[src/rtl/draw_rot_sprite.sv]
// Rotating-sprite raster engine: on plot, walks a SPRITE_SIZE x SPRITE_SIZE frame
// of a packed multi-direction ROM and emits clipped, colour-keyed framebuffer writes.
// Latency: first ROM address one cycle after plot; its pixel appears ROM_LAT cycles
// later; draw_done pulses in cycle S*S+ROM_LAT+1. No backpressure: the framebuffer
// must accept one write per cycle.
//
// Ports:
//   clk, reset_n                 clock, asynchronous active-low reset
//   plot, x_pos, y_pos, direction  start request and sprite placement (sampled in IDLE)
//   rom_address / rom_data       packed ROM read port {direction,row,col}
//   x, y, color, writeEn         framebuffer write port
//   busy, draw_done, state       status
module draw_rot_sprite #(
  parameter int SPRITE_SIZE = 32,
  parameter int DIR_BITS    = 4,
  parameter int COLOR_W     = 3,
  parameter int TRANSP      = 0,
  parameter int SCREEN_W    = 640,
  parameter int SCREEN_H    = 480,
  parameter int ROM_LAT     = 1,
  localparam int ADDR_W     = DIR_BITS + 2 * $clog2(SPRITE_SIZE)
) (
  input  logic                clk,
  input  logic                reset_n,
  input  logic                plot,
  input  logic [9:0]          x_pos,
  input  logic [9:0]          y_pos,
  input  logic [DIR_BITS-1:0] direction,
  output logic [ADDR_W-1:0]   rom_address,
  input  logic [COLOR_W-1:0]  rom_data,
  output logic [9:0]          x,
  output logic [9:0]          y,
  output logic [COLOR_W-1:0]  color,
  output logic                writeEn,
  output logic                busy,
  output logic                draw_done,
  output logic [1:0]          state
);

  localparam int CW = $clog2(SPRITE_SIZE);
  localparam logic [CW-1:0]      LAST       = CW'(SPRITE_SIZE - 1);
  localparam logic [1:0]         FLUSH_LAST = 2'(ROM_LAT - 1);
  localparam logic [10:0]        X_LIM      = 11'(SCREEN_W);
  localparam logic [10:0]        Y_LIM      = 11'(SCREEN_H);
  localparam logic [COLOR_W-1:0] TRANSP_C   = COLOR_W'(TRANSP);

  localparam logic [1:0] S_IDLE  = 2'd0;
  localparam logic [1:0] S_DRAW  = 2'd1;
  localparam logic [1:0] S_FLUSH = 2'd2;
  localparam logic [1:0] S_DONE  = 2'd3;

  logic [1:0]          state_q, state_d;
  logic [9:0]          bx_q, bx_d;
  logic [9:0]          by_q, by_d;
  logic [DIR_BITS-1:0] bd_q, bd_d;
  logic [CW-1:0]       col_q, col_d;
  logic [CW-1:0]       row_q, row_d;
  logic [1:0]          fcnt_q, fcnt_d;

  // Sequencer
  always_comb begin
    state_d = state_q;
    bx_d    = bx_q;
    by_d    = by_q;
    bd_d    = bd_q;
    col_d   = col_q;
    row_d   = row_q;
    fcnt_d  = fcnt_q;
    case (state_q)
      S_IDLE: begin
        if (plot) begin
          bx_d    = x_pos;
          by_d    = y_pos;
          bd_d    = direction;
          col_d   = '0;
          row_d   = '0;
          state_d = S_DRAW;
        end
      end
      S_DRAW: begin
        // Power-of-two edge: col and row wrap to 0 on their own.
        col_d = col_q + 1'b1;
        if (col_q == LAST) begin
          row_d = row_q + 1'b1;
          if (row_q == LAST) begin
            state_d = S_FLUSH;
            fcnt_d  = '0;
          end
        end
      end
      S_FLUSH: begin
        if (fcnt_q == FLUSH_LAST) begin
          state_d = S_DONE;
        end else begin
          fcnt_d = fcnt_q + 1'b1;
        end
      end
      S_DONE:  state_d = S_IDLE;
      default: state_d = S_IDLE;
    endcase
  end

  always_ff @(posedge clk or negedge reset_n) begin
    if (!reset_n) begin
      state_q <= S_IDLE;
      bx_q    <= '0;
      by_q    <= '0;
      bd_q    <= '0;
      col_q   <= '0;
      row_q   <= '0;
      fcnt_q  <= '0;
    end else begin
      state_q <= state_d;
      bx_q    <= bx_d;
      by_q    <= by_d;
      bd_q    <= bd_d;
      col_q   <= col_d;
      row_q   <= row_d;
      fcnt_q  <= fcnt_d;
    end
  end

  assign rom_address = {bd_q, row_q, col_q};
  assign busy        = (state_q != S_IDLE);
  assign draw_done   = (state_q == S_DONE);
  assign state       = state_q;

  // Delay line matching the ROM read latency, so the last stage lines up with rom_data.
  logic          vld_pipe_q [ROM_LAT];
  logic [CW-1:0] col_pipe_q [ROM_LAT];
  logic [CW-1:0] row_pipe_q [ROM_LAT];

  always_ff @(posedge clk or negedge reset_n) begin
    if (!reset_n) begin
      for (int i = 0; i < ROM_LAT; i++) begin
        vld_pipe_q[i] <= 1'b0;
        col_pipe_q[i] <= '0;
        row_pipe_q[i] <= '0;
      end
    end else begin
      vld_pipe_q[0] <= (state_q == S_DRAW);
      col_pipe_q[0] <= col_q;
      row_pipe_q[0] <= row_q;
      for (int i = 1; i < ROM_LAT; i++) begin
        vld_pipe_q[i] <= vld_pipe_q[i-1];
        col_pipe_q[i] <= col_pipe_q[i-1];
        row_pipe_q[i] <= row_pipe_q[i-1];
      end
    end
  end

  // 11-bit screen coordinates so a sprite overhanging the right/bottom edge is
  // clipped rather than wrapped back to column/row 0.
  logic [10:0] px, py;
  assign px = {1'b0, bx_q} + 11'(col_pipe_q[ROM_LAT-1]);
  assign py = {1'b0, by_q} + 11'(row_pipe_q[ROM_LAT-1]);

  assign writeEn = vld_pipe_q[ROM_LAT-1] & (rom_data != TRANSP_C) & (px < X_LIM) & (py < Y_LIM);

  // x/y/color show the live pixel while writing and hold the last written pixel otherwise.
  logic [9:0]         x_q, x_d;
  logic [9:0]         y_q, y_d;
  logic [COLOR_W-1:0] color_q, color_d;

  always_comb begin
    x_d     = x_q;
    y_d     = y_q;
    color_d = color_q;
    if (writeEn) begin
      x_d     = px[9:0];
      y_d     = py[9:0];
      color_d = rom_data;
    end
  end

  always_ff @(posedge clk or negedge reset_n) begin
    if (!reset_n) begin
      x_q     <= '0;
      y_q     <= '0;
      color_q <= '0;
    end else begin
      x_q     <= x_d;
      y_q     <= y_d;
      color_q <= color_d;
    end
  end

  assign x     = x_d;
  assign y     = y_d;
  assign color = color_d;

endmodule

[config.mk]
export PLATFORM = sky130hd
export DESIGN_NAME = draw_rot_sprite
export DESIGN_NICKNAME = d
export VERILOG_FILES = /design/src/rtl/draw_rot_sprite.sv
export SDC_FILE = /design/constraint.sdc
export NUM_CORES = 1
export LEC_CHECK = 0
export CAP_MARGIN = 40
export CORE_ASPECT_RATIO = 0.6
export CORE_MARGIN = 2
export CORE_UTILIZATION = 47
export DETAILED_ROUTE_END_ITERATION = 12
export GPL_ROUTABILITY_DRIVEN = 0
export HOLD_SLACK_MARGIN = 0.15
export PLACE_DENSITY = 0.73
export SLEW_MARGIN = 30
export SYNTH_ARGS = -nofsm -noshare
export SYNTH_HDL_FRONTEND = slang
export SYNTH_SLANG_ARGS = --single-unit
[constraint.sdc]
create_clock -name clk -period 2.85 [get_ports clk]
set_input_delay 0.285 -clock clk [delete_from_list [all_inputs] [get_ports clk]]
set_output_delay 0.285 -clock clk [all_outputs]
set_load 0.02 [all_outputs]
# After elaboration in Yosys (flattened, before gate mapping)
# Index checks and enable logic that the tools add are counted.
# totals
register_bits	72
out_inout_bits	42
word_cells	60
# op_classes
add_sub_neg	5
n_lt_le_gt_ge	2
n_eq_ne	10
mux	16
bitwise	3
reduce_logical	11
# ops
cell	n
$add A10 B5 Y11	2
$mux W10	2
$pmux W5 S2	2
$mux W2	7
$lt A11 B10 Y1 const B	1
$lt A11 B9 Y1 const B	1
$add A5 B1 Y5 const B	2
$eq A5 B5 Y1 const B	2
$mux W5	2
$ne A2 B2 Y1 const B	5
$pmux W2 S4	1
$reduce_and A4 Y1	2
$reduce_bool A2 Y1	3
$eq A2 B2 Y1 const B	2
$logic_not A2 Y1	2
$pmux W2 S2	1
$reduce_and A2 Y1	2
$and A1 B1 Y1	3
$mux W3	1
$reduce_and A3 Y1	1
$reduce_bool A3 Y1	1
$add A2 B1 Y2 const B	1
$eq A2 B1 Y1 const B	1

# Logic depth before layout (Yosys ltp)
# Gate-level depths: netlist of run 1.
# logic_depth
word_depth	5
mapped_depth	12

# Least setup slack after synthesis of run 1
# Ideal clock, no wire load.
# synth_timing
path_type	flip-flop to output port
start	register bx_q[4]
end	output port x[2]
t_arrival_ps	2789
required_time_ps	2565
path_slack_ps	-224
stages_incl_launch_ff	11
path_cell_list	dfrtp_1 > ha_1 > a21o_1 > a31oi_2 > a211oi_2 > a221o_1 > or4_4 > buf_6 > inv_8 > buf_12 > mux2_4
# synth_via
elab_chain_cells	5
# synth_lines
element	line	source
start: declaration	53	logic [9:0] bx_q, bx_d;
start signal: assignment	106	bx_q <= '0;
start signal: assignment	114	bx_q <= bx_d;
$add A10 B5 Y11	155	assign px = {1'b0, bx_q} + 11'(col_pipe_q[ROM_LAT-1]);
$lt A11 B10 Y1	158	assign writeEn = vld_pipe_q[ROM_LAT-1] & (rom_data != TRANSP_C) & (px < X_LIM) & (py < Y_LIM);
$and A1 B1 Y1 (2 in a row)	158	
net writeEn	34	output logic writeEn,
$mux W10	169	if (writeEn) begin
end: declaration	31	output logic [9:0] x,
# The timed path passes the listed nets, and every way through them passes these cells.

# Worst setup path in the final report of run 1
# layout_timing
start	register by_q[4]
end	output port color[2]
# layout_via
elab_chain_cells	4
# layout_lines
element	line	source
start: declaration	54	logic [9:0] by_q, by_d;
start signal: assignment	115	by_q <= by_d;
$add A10 B5 Y11	156	assign py = {1'b0, by_q} + 11'(row_pipe_q[ROM_LAT-1]);
$lt A11 B9 Y1	158	
$and A1 B1 Y1	158	
$mux W3	169	
end: declaration	33	output logic [COLOR_W-1:0] color,
# Every way passes these cells.

==> impl_results.md, run 1 <==
* Fmax at 284.7 MHz
* Die area at 8663 um2
* Vias in the first global route at 2,830
* Failing checks: setup timing
* Initial core utilization at 47.94%
* RR Startpoint: by_q[4]
* H-tree depth at 3
* Synth unique cells at 55
* Root Buffer: clkbuf_16
* Fin util at 71.85%
* First-pass GRT wire length at 14.47 mm
* Layout cells sized above 1 at 39.33%
* Antenna diode count at 0
* Antenna-violating nets left at 0
* Clock transition at path regs at 60 ps
* Post-synth top flop: dfrtp_1
* Design Area, Final at 5574 um2
* Post-synth EDFFs at 0
* Syn Inst Count at 312
* Total Routing Usage GR at a little over a fifth
* Total clock sinks at 72
* Largest cells by area after synthesis: dfrtp_1, mux2_2, ha_1
* R2r setup slk at -70 ps
* Critical Path AT at 3230 ps
* Worst R2R End: x_q[7]
* Final setup vio count at 28
* Mapped Nets at 363
* Largest net degree at the start of global routing at 40
* Synthesis Warnings at 0
* Vias at 2,896
* Worst Path Max Fanout at 5
* TritonRoute pass-1 iters at 4
* Area after DPL at approximately 4800 um2
* Outcome: complete, but fails checks
* Final-report hold violation count at 0
* Slew HR at 62.64%
* Fin nets at around 500
* Share of the synthesized area in the top cell type at 48.45%
* Leak pwr at ~2.5 nW
* Unrepaired setup endpoints after global routing: yes
* Pwr dens at ~1200 nW/um2
* Hold WC Path Type: in -> async
* Crit share post-route at 123.3%
* Initial DRC count at about 150
* Clock skew at 3.289 ps
* DR WL/cell at 16.64 um
* Type of element capturing the critical path: primary output
* Syn Std Cell Area at between 3000 and 4000 um2
* Setup WS post-layout at -662.8 ps
* Clk Latency, worst-skew pair at roughly 330 ps
* TritonCTS Buffers at 9
* Congestion Overflow GR at 0
* Async SR Flop Fraction at 100.0%
* PortBufs at 71
* Die height at approximately 73 um
* CTS tree: done
* Required @ worst endpoint at 2570 ps
* Slew @ Worst Pin at 556.1 ps
* Initial antenna violation count at 0
* Ports at 72
* Sequential-to-total area share from yosys stat at 48.45%
* Final HPWL DP at between 6 and 7 mm
* Core region area at between 7000 and 8000 um2
* Cell Rows at 25
* Worst reg2reg path depth at 10
* Mean Syn Cell Area at 11.92 um2
* Post-synth top area cell: dfrtp_1
* WL final at 9.287 mm
* Vias per cell at 5.190
* CP Launch Type: flip-flop
* CTS Buffer Depth at 2
* CP Class: reg -> out
* Number of synthesized register bits at 72
* Die width at around 120 um
* Final setup TNS at -13,940 ps
* Drt drc at 0
* Peak supply drop at slightly above 0.0007 V
* Area delta synth->final at 49.90%
* Max capacitance violation total at 0
* Crit path time final at 3513 ps
* Pins Over Slew Limit at 0
timing repair:
action | in CTS | in global routing
pin swaps | 6 | 1
resized for setup | 120 | 65
hold buffers | 1 | 0
gates cloned | 1 | 0
setup endpoints to repair | 29 | 41
setup buffers | 10 | 11
hold endpoints to repair | 33 | 0
per-layer routing:
layer	wire length, um	global-route usage, %	vias up	part of all wire, %
met1	4553	30.06	1426	49
met3	336	6.328	11	3.6
met5	0	0	-	0
met2	4294	33.78	68	46
met4	102	6.481	0	1.1
li1	-	-	1391	-
synthesized netlist by cell type (3+ instances only):
library cell / number
mux2_2: 36
mux2i_1: 7
a22o_1: 3
ha_1: 19
clkbuf_1: 7
mux2_4: 8
nand3_1: 14
o21a_1: 4
nor3_1: 6
a221o_1: 3
a21o_1: 4
a32oi_1: 3
a21oi_1: 9
nor2_1: 9
o21ai_0: 10
o2111ai_1: 4
nor2b_1: 5
xnor2_1: 12
nand2_1: 14
dfrtp_1: 72
inv_1: 20
metrics by stage:
| step | worst slack, ps | power [mW] | std cells | hold WS (ps) |
|---|---|---|---|---|
| 5_1_grt | -756.6 | 7.212 | 558 | 492.5 |
| 4_1_cts | -692.4 | 6.455 | 547 | 450.2 |
| 6_report | -662.8 | 6.830 | 558 | 450.8 |
| 3_5_place_dp | -678.3 | 5.102 | 519 | 269.0 |
| 3_3_place_gp | -571.4 | 5.006 | 518 | 464.1 |
| 2_1_floorplan | -104.1 | 3.737 | 312 | -10.59 |
cells in the final DEF, fill, tap and decap left out, types with 3 or more instances in the layout:
master	count
o2111ai_2	3
buf_4	46
mux2_4	13
o21a_1	4
mux2i_1	5
a22o_1	3
clkbuf_16	9
inv_1	19
dfrtp_1	72
a21oi_1	6
nand2_1	14
clkdlybuf4s50_1	46
o21ai_0	10
mux2_2	31
a21oi_2	3
nor2_1	9
a221o_1	3
xnor2_1	11
nor2b_1	3
a21o_1	4
ha_1	13
ha_4	4
buf_6	35
nor3_1	6
nand3_1	13
how the worst max path moves through the flow:
stage / startpoint / cells past startpoint / endpoint / slack (ps)
2_1_floorplan: by_q[4] / 11 / x[2] / -100
3_3_place_gp: by_q[2] / 9 / y[2] / -570
3_5_place_dp: by_q[0] / 11 / y[4] / -680
4_1_cts: by_q[0] / 11 / x[5] / -690
5_1_grt: by_q[1] / 10 / color[2] / -760
6_report: by_q[4] / 10 / color[2] / -660
final cells by class:
type / count / area [um2]
fillers: 540 / 2183
multi-input cells: 206 / 1966
flip-flops and latches: 72 / 1802
repair buffers: 133 / 1270
clock buffers: 13 / 260.3
well taps: 108 / 135.1
inverters: 22 / 90.09
clock inverters: 3 / 40.04
repair inverters: 1 / 11.26
cell families after synthesis:
family / count (synthesis) / share of synthesized area [%]
DFF: 72 / 48.45
and+or+nand+nor: 62 / 8.547
AOI/OAI and AO/OA: 58 / 11.88
muxes: 51 / 16.02
buffers and inverters: 34 / 4.340
adders and majority gates: 21 / 7.470
xor gates and xnor gates: 14 / 3.298
sequential cells by signal (all words and copies together) (netlist names):
name / cells
by_q: 10
col_q: 5
col_pipe_q: 5
bd_q: 4
y_q: 10
color_q: 3
x_q: 10
row_q: 5
row_pipe_q: 5
bx_q: 10
state: 2
fcnt_q: 2
vld_pipe_q: 1
power by group:
group          leakage, nW  internal, mW  switching (mW)
clock                0.150         0.723           0.412
combinational         1.47          2.07            1.82
sequential           0.892          1.48           0.324
total                 2.51          4.27            2.56
worst max-delay path, cell delays in order, from the launching register on:
cell and delay, ps:
dfrtp_1 410, ha_4 300, nand3_2 100, o211ai_4 260, inv_1 70, a221o_1 380, or4_4 650, buf_6 180
buf_6 120, mux2_2 280, buf_6 130
No activity file was read; power rests on OpenSTA's default activity.
==> run 2: changes to the inputs <==
- CORE_ASPECT_RATIO: 0.6 -> 0.7
==> impl_results.md, run 2 (synthesis results as in run 1) <==
* PortBufs at 71 (unchanged)
* Crit share post-route at 124.4% (+1.1 points)
* Final setup vio count at 34 (+21%)
* GR Util met1 at 31.22% (+1.2 points)
* Die width at 110.3 um (-7.2%)
* Clock skew at 3.767 ps (+0.4783 ps)
* Failing checks: setup timing
* Pins Over Slew Limit at 0 (unchanged)
* Cell Rows at 27 (+8.0%)
* Die height at 78.42 um (+7.6%)
* Vias at 2,955 (+2.0%)
* Clk Latency, worst-skew pair at 340 ps (about the same)
* Crit path time final at 3545 ps (+32.19 ps)
* Root Buffer: clkbuf_16
* Vias per cell at 5.334 (+2.8%)
* Final cell count without fillers at 554 (-0.72%)
* Drt drc at 0 (unchanged)
* Worst Path Max Fanout at 7 (+2)
* Met3 Resource Use GR at 5.814% (-0.51 points)
* Largest net degree at the start of global routing at 38 (-5.0%)
* Fin util at 71.19% (-0.66 points)
* WL final at 9.155 mm (-1.4%)
* TritonCTS Buffers at 9 (unchanged)
* Routing usage on met2 at 35.09% (+1.3 points)
* DR WL/cell at 16.53 um (-0.71%)
* CTS tree: done
* CP Launch Type: flip-flop
* Fmax at 282.1 MHz (-0.91%)
* Placed Cells at 516 (-0.58%)
* Setup WS post-layout at -695.0 ps (-32.19 ps)
* Initial antenna violation count at 0 (unchanged)
* Slew @ Worst Pin at 444.5 ps (-111.7 ps)
* Clock transition at path regs at 60 ps (about the same)
* Fillers at 545 (+0.93%)
* CTS Buffer Depth at 2 (unchanged)
* Hold Slack at 349.0 ps (-101.8 ps)
* Core region area at 7770 um2 (+0.16%)
* Die area at 8651 um2 (-0.14%)
* Total clock sinks at 72 (unchanged)
* Area delta synth->final at 48.76%
* Most frequent cells in the layout: dfrtp_1, buf_4, clkdlybuf4s50_1, mux2_2, buf_6
* Initial core utilization at 47.86% (-0.077 points)
* Ports at 72 (unchanged)
* Leak pwr at 2.500 nW (-0.25%)
* Commonest non-fill, non-tap cell in the layout: dfrtp_1
* Vias in the first global route at 2,966 (+4.8%)
* Initial DRC count at 165 (+12%)
* Peak supply drop at 0.0006592 V (-9.3%)
* Layout cells sized above 1 at 39.29% (-0.040 points)
* Fin nets at 499 (+0.60%)
* Final-report hold violation count at 0 (unchanged)
* Unrepaired setup endpoints after global routing: yes
* Congestion Overflow GR at 0 (unchanged)
* Slew HR at 70.10% (+7.5 points)
* Pwr dens at 1226 nW/um2 (about the same)
* Antenna diode count at 0 (unchanged)
* Type of element capturing the critical path: primary output
* TritonRoute pass-1 iters at 5 (+1)
* Antenna-violating nets left at 0 (unchanged)
* Total Routing Usage GR at 22.66% (+0.88 points)
* Final HPWL DP at 6.201 mm (+1.1%)
* Critical Path AT at 3260 ps (+30 ps)
* Max capacitance violation total at 0 (unchanged)
* Outcome: complete, but fails checks
* CP Class: reg -> out
* GR peak layer: met2
* H-tree depth at 3 (unchanged)
* First-pass GRT wire length at 14.75 mm (+2.0%)
* Required @ worst endpoint at 2570 ps (about the same)
* Hold WC Path Type: in -> async
==> run 2: changes by cell type in the layout (fill, tap and decap cells not counted), moves of 2 or more <==
| cell | change |
|---|---|
| clkinvlp_4 | +2 |
| buf_4 | +9 |
| clkbuf_8 | -2 |
| buf_6 | -5 |
==> run 2: repair_timing <==
item	4_1_cts	5_1_grt
hold endpoints to repair	35	0
pin swaps	2	8
gates cloned	1	0
hold buffers	1	0
setup buffers	9	10
endpoints found under the setup margin	29	34
gates resized for setup	107	73
==> run 2: worst paths after layout <==
| check | from | to | slack (ps) | cells past startpoint |
|---|---|---|---|---|
| setup / recovery | row_pipe_q[0] | y[8] | -690 | 12 |
| hold / removal | reset_n | y_q[7] | 350 | 2 |
| setup reg to reg | row_pipe_q[0] | x_q[7] | -160 | 12 |
| hold reg to reg | col_q[4] | col_pipe_q[4] | 500 | 0 |
| max in group asynchronous | reset_n | bd_q[1] | 1730 | 4 |
| min in group clk | col_q[4] | col_pipe_q[4] | 500 | 0 |
==> run 2: per-stage QoR <==
stage,area (um2),worst slack [ps],power [mW],TNS [ps]
after global placement,4852,-579.9,5.039,-12920
after CTS,5328,-688.1,6.415,-14180
final,5532,-695.0,6.784,-15330
after detailed placement,4852,-681.8,5.125,-15040
after floorplan,3759,-104.1,3.737,-916.8
after global routing,5532,-804.7,7.188,-19560
==> run 2: power by group <==
| part | total [mW] | switching (mW) | internal (mW) |
|---|---|---|---|
| Sequential | 1.79 | 0.312 | 1.48 |
| Clock | 1.10 | 0.426 | 0.672 |
| Combinational | 3.90 | 1.81 | 2.09 |
| Total | 6.78 | 2.55 | 4.23 |
==> run 2: metal layers <==
layer / vias to the layer above / wire length, um
met5: - / 0
met4: 0 / 140
met3: 14 / 606
met2: 85 / 4292
met1: 1468 / 4116
li1: 1388 / -
==> run 2: worst max-delay path: stages, from the launching register on <==
cell       delay (ps)
dfrtp_1           370
ha_2              190
inv_2              50
fa_2              220
nor2b_4            60
o211a_1           250
o2111ai_2         200
a2bb2o_4          230
or4_4             650
inv_8             130
buf_6             110
mux2_4            310
buf_6             130
==> run 2: cell type report <==
cell class / count / area (um2) / area share [%]
multi-input cells: 206 / 1942 / 35.11
flip-flops and latches: 72 / 1802 / 32.57
repair buffers: 136 / 1271 / 22.98
clock buffers: 10 / 229.0 / 4.139
well taps: 101 / 126.4 / 2.285
inverters: 22 / 90.09 / 1.629
clock inverters: 6 / 60.06 / 1.086
repair inverters: 1 / 11.26 / 0.2036
==> run 3: changes to the inputs <==
- CORE_ASPECT_RATIO: 0.7 -> not set
- CTS_CLUSTER_DIAMETER: not set -> 60
==> impl_results.md, run 3 (synthesis results as in run 1) <==
* Clock transition at path regs at 80 ps (+20 ps)
* Failing checks: setup timing
* CP bufs+invs at 4 (unchanged)
* Crit path largest cell delay at 620 ps (-30 ps)
* Worst Path Max Fanout at 4 (-3)
* Setup WS post-layout at -731.7 ps (-36.71 ps)
* Slew @ Worst Pin at 643.7 ps (+199.3 ps)
* TritonRoute pass-1 iters at 4 (-1)
* Unrepaired setup endpoints after global routing: yes
* H-tree depth at 3 (unchanged)
* Max capacitance violation total at 0 (unchanged)
* Layout cells sized above 1 at 38.34% (-0.95 points)
* Fmax at 279.2 MHz (-1.0%)
* Crit path max-delay cell type: or4_4
* Core region area at 7687 um2 (-1.1%)
* Antenna-violating nets left at 0 (unchanged)
* Most frequent cells in the layout: dfrtp_1, clkdlybuf4s50_1, buf_4, buf_6, mux2_2
* Commonest non-fill, non-tap cell in the layout: dfrtp_1
* Place WS at -594.9 ps (+86.89 ps)
* Outcome: complete, but fails checks
* Final HPWL DP at 5.958 mm (-3.9%)
* Design Area, Final at 5389 um2 (-2.6%)
* Die area at 8640 um2 (-0.13%)
* Final-report hold violation count at 0 (unchanged)
* DR WL/cell at 16.56 um (+0.22%)
* Hold WC Path Type: reg -> reg
* CTS Buffer Depth at 2 (unchanged)
* Vias at 2,904 (-1.7%)
* CTS tree: done
* Area after DPL at 4786 um2 (-1.4%)
* Die width at 92.95 um (-16%)
* Pins Over Slew Limit at 0 (unchanged)
* WL final at 9.076 mm (-0.86%)
* Pwr dens at 1189 nW/um2 (-3.1%)
* Leak pwr at 2.438 nW (-2.5%)
* First-pass GRT wire length at 14.68 mm (-0.52%)
* Congestion Overflow GR at 0 (unchanged)
* CP Class: reg -> out
* Cell mode on critical path: buf_6
* Vias in the first global route at 2,954 (-0.40%)
* Drt drc at 0 (unchanged)
* CP Launch Type: flip-flop
* Crit share post-route at 125.7% (+1.3 points)
* Largest net degree at the start of global routing at 43 (+13%)
* Fin nets at 492 (-1.4%)
* Root Buffer: clkbuf_8
* PortBufs at 71 (unchanged)
* Clk Latency, worst-skew pair at 350 ps (about the same)
* Ports at 72 (unchanged)
* Type of element capturing the critical path: primary output
* Final setup vio count at 40 (+18%)
* Slew HR at 56.75% (-13 points)
* Crit path time final at 3582 ps (+36.71 ps)
* Fin util at 70.10% (-1.1 points)
* Initial core utilization at 48.37% (+0.51 points)
* Critical Path AT at 3300 ps (+40 ps)
* Die height at 92.95 um (+19%)
* Critical Path, Cell by Cell: ha_2 -> inv_2 -> fa_2 -> nor2b_4 -> o211a_1 -> o2111ai_2 -> a2bb2o_4 -> or4_4 -> buf_6 -> buf_6 -> mux2_4 -> buf_6
* Total power at 6.407 mW (-5.6%)
* Crit path max-delay family: compound AO/OA/AOI/OAI gates
* Vias per cell at 5.299 (-0.65%)
* Area delta synth->final at 44.92%
* Total clock sinks at 72 (unchanged)
* Final cell count without fillers at 548 (-1.1%)
* Required @ worst endpoint at 2570 ps (about the same)
* Initial DRC count at 88 (-47%)
* Total Routing Usage GR at 21.48% (-1.2 points)
* Peak supply drop at 0.0006035 V (-8.4%)
* Cell Rows at 32 (+19%)
* Placed Cells at 508 (-1.6%)
* Fillers at 543 (-0.37%)
* TritonCTS Buffers at 9 (unchanged)
* Initial antenna violation count at 0 (unchanged)
* Clock skew at 9.037 ps (+5.270 ps)
* Antenna diode count at 0 (unchanged)
[run 3: metal layers]
metal	vias to the layer above	global-route usage (%)	wire, um
met4	0	8.824	180
met3	16	2.848	358
met2	78	35.57	4615
li1	1380	-	-
met5	-	0	0
met1	1430	28.54	3921
[run 3: what timing repair did]
item / CTS / global route
endpoints found under the hold margin: 30 / 0
hold buffers: 1 / 0
setup buffers: 13 / 10
cloned: 1 / 0
resized for setup: 128 / 61
endpoints found under the setup margin: 24 / 35
pin swaps: 3 / 6
[run 3: report_power, final]
group          switching [mW]  internal [mW]
combinational            1.78           2.08
clock                   0.409          0.348
sequential              0.315           1.47
[run 3: final cells by class]
| class | instances | area, um2 | area share, % |
|---|---|---|---|
| inverter | 22 | 90.09 | 1.672 |
| timing repair inverter | 1 | 16.27 | 0.3018 |
| multi-input combinational | 206 | 1928 | 35.78 |
| timing repair buffer | 129 | 1237 | 22.96 |
| sequential | 72 | 1802 | 33.43 |
| clock buffer | 10 | 137.6 | 2.554 |
| clock inverter | 6 | 50.05 | 0.9287 |
| tap | 102 | 127.6 | 2.368 |
[run 3: metrics by stage]
| step | TNS, ps | hold WS (ps) |
|---|---|---|
| after CTS | -13580 | 476.6 |
| after global routing | -18400 | 503.5 |
| after global placement | -11960 | 450.5 |
| final | -16160 | 477.6 |
| after floorplan | -916.8 | -10.59 |
| after detailed placement | -12720 | 328.6 |
[run 3: final timing paths]
check,from,end,slack [ps],cells past startpoint
min in group asynchronous,reset_n,x_q[2],490,3
setup / recovery,by_q[0],y[0],-730,12
max in group asynchronous,reset_n,by_q[2],1810,4
hold / removal,row_q[4],row_pipe_q[4],480,0
setup reg to reg,by_q[0],x_q[6],-130,12
hold reg to reg,row_q[4],row_pipe_q[4],480,0
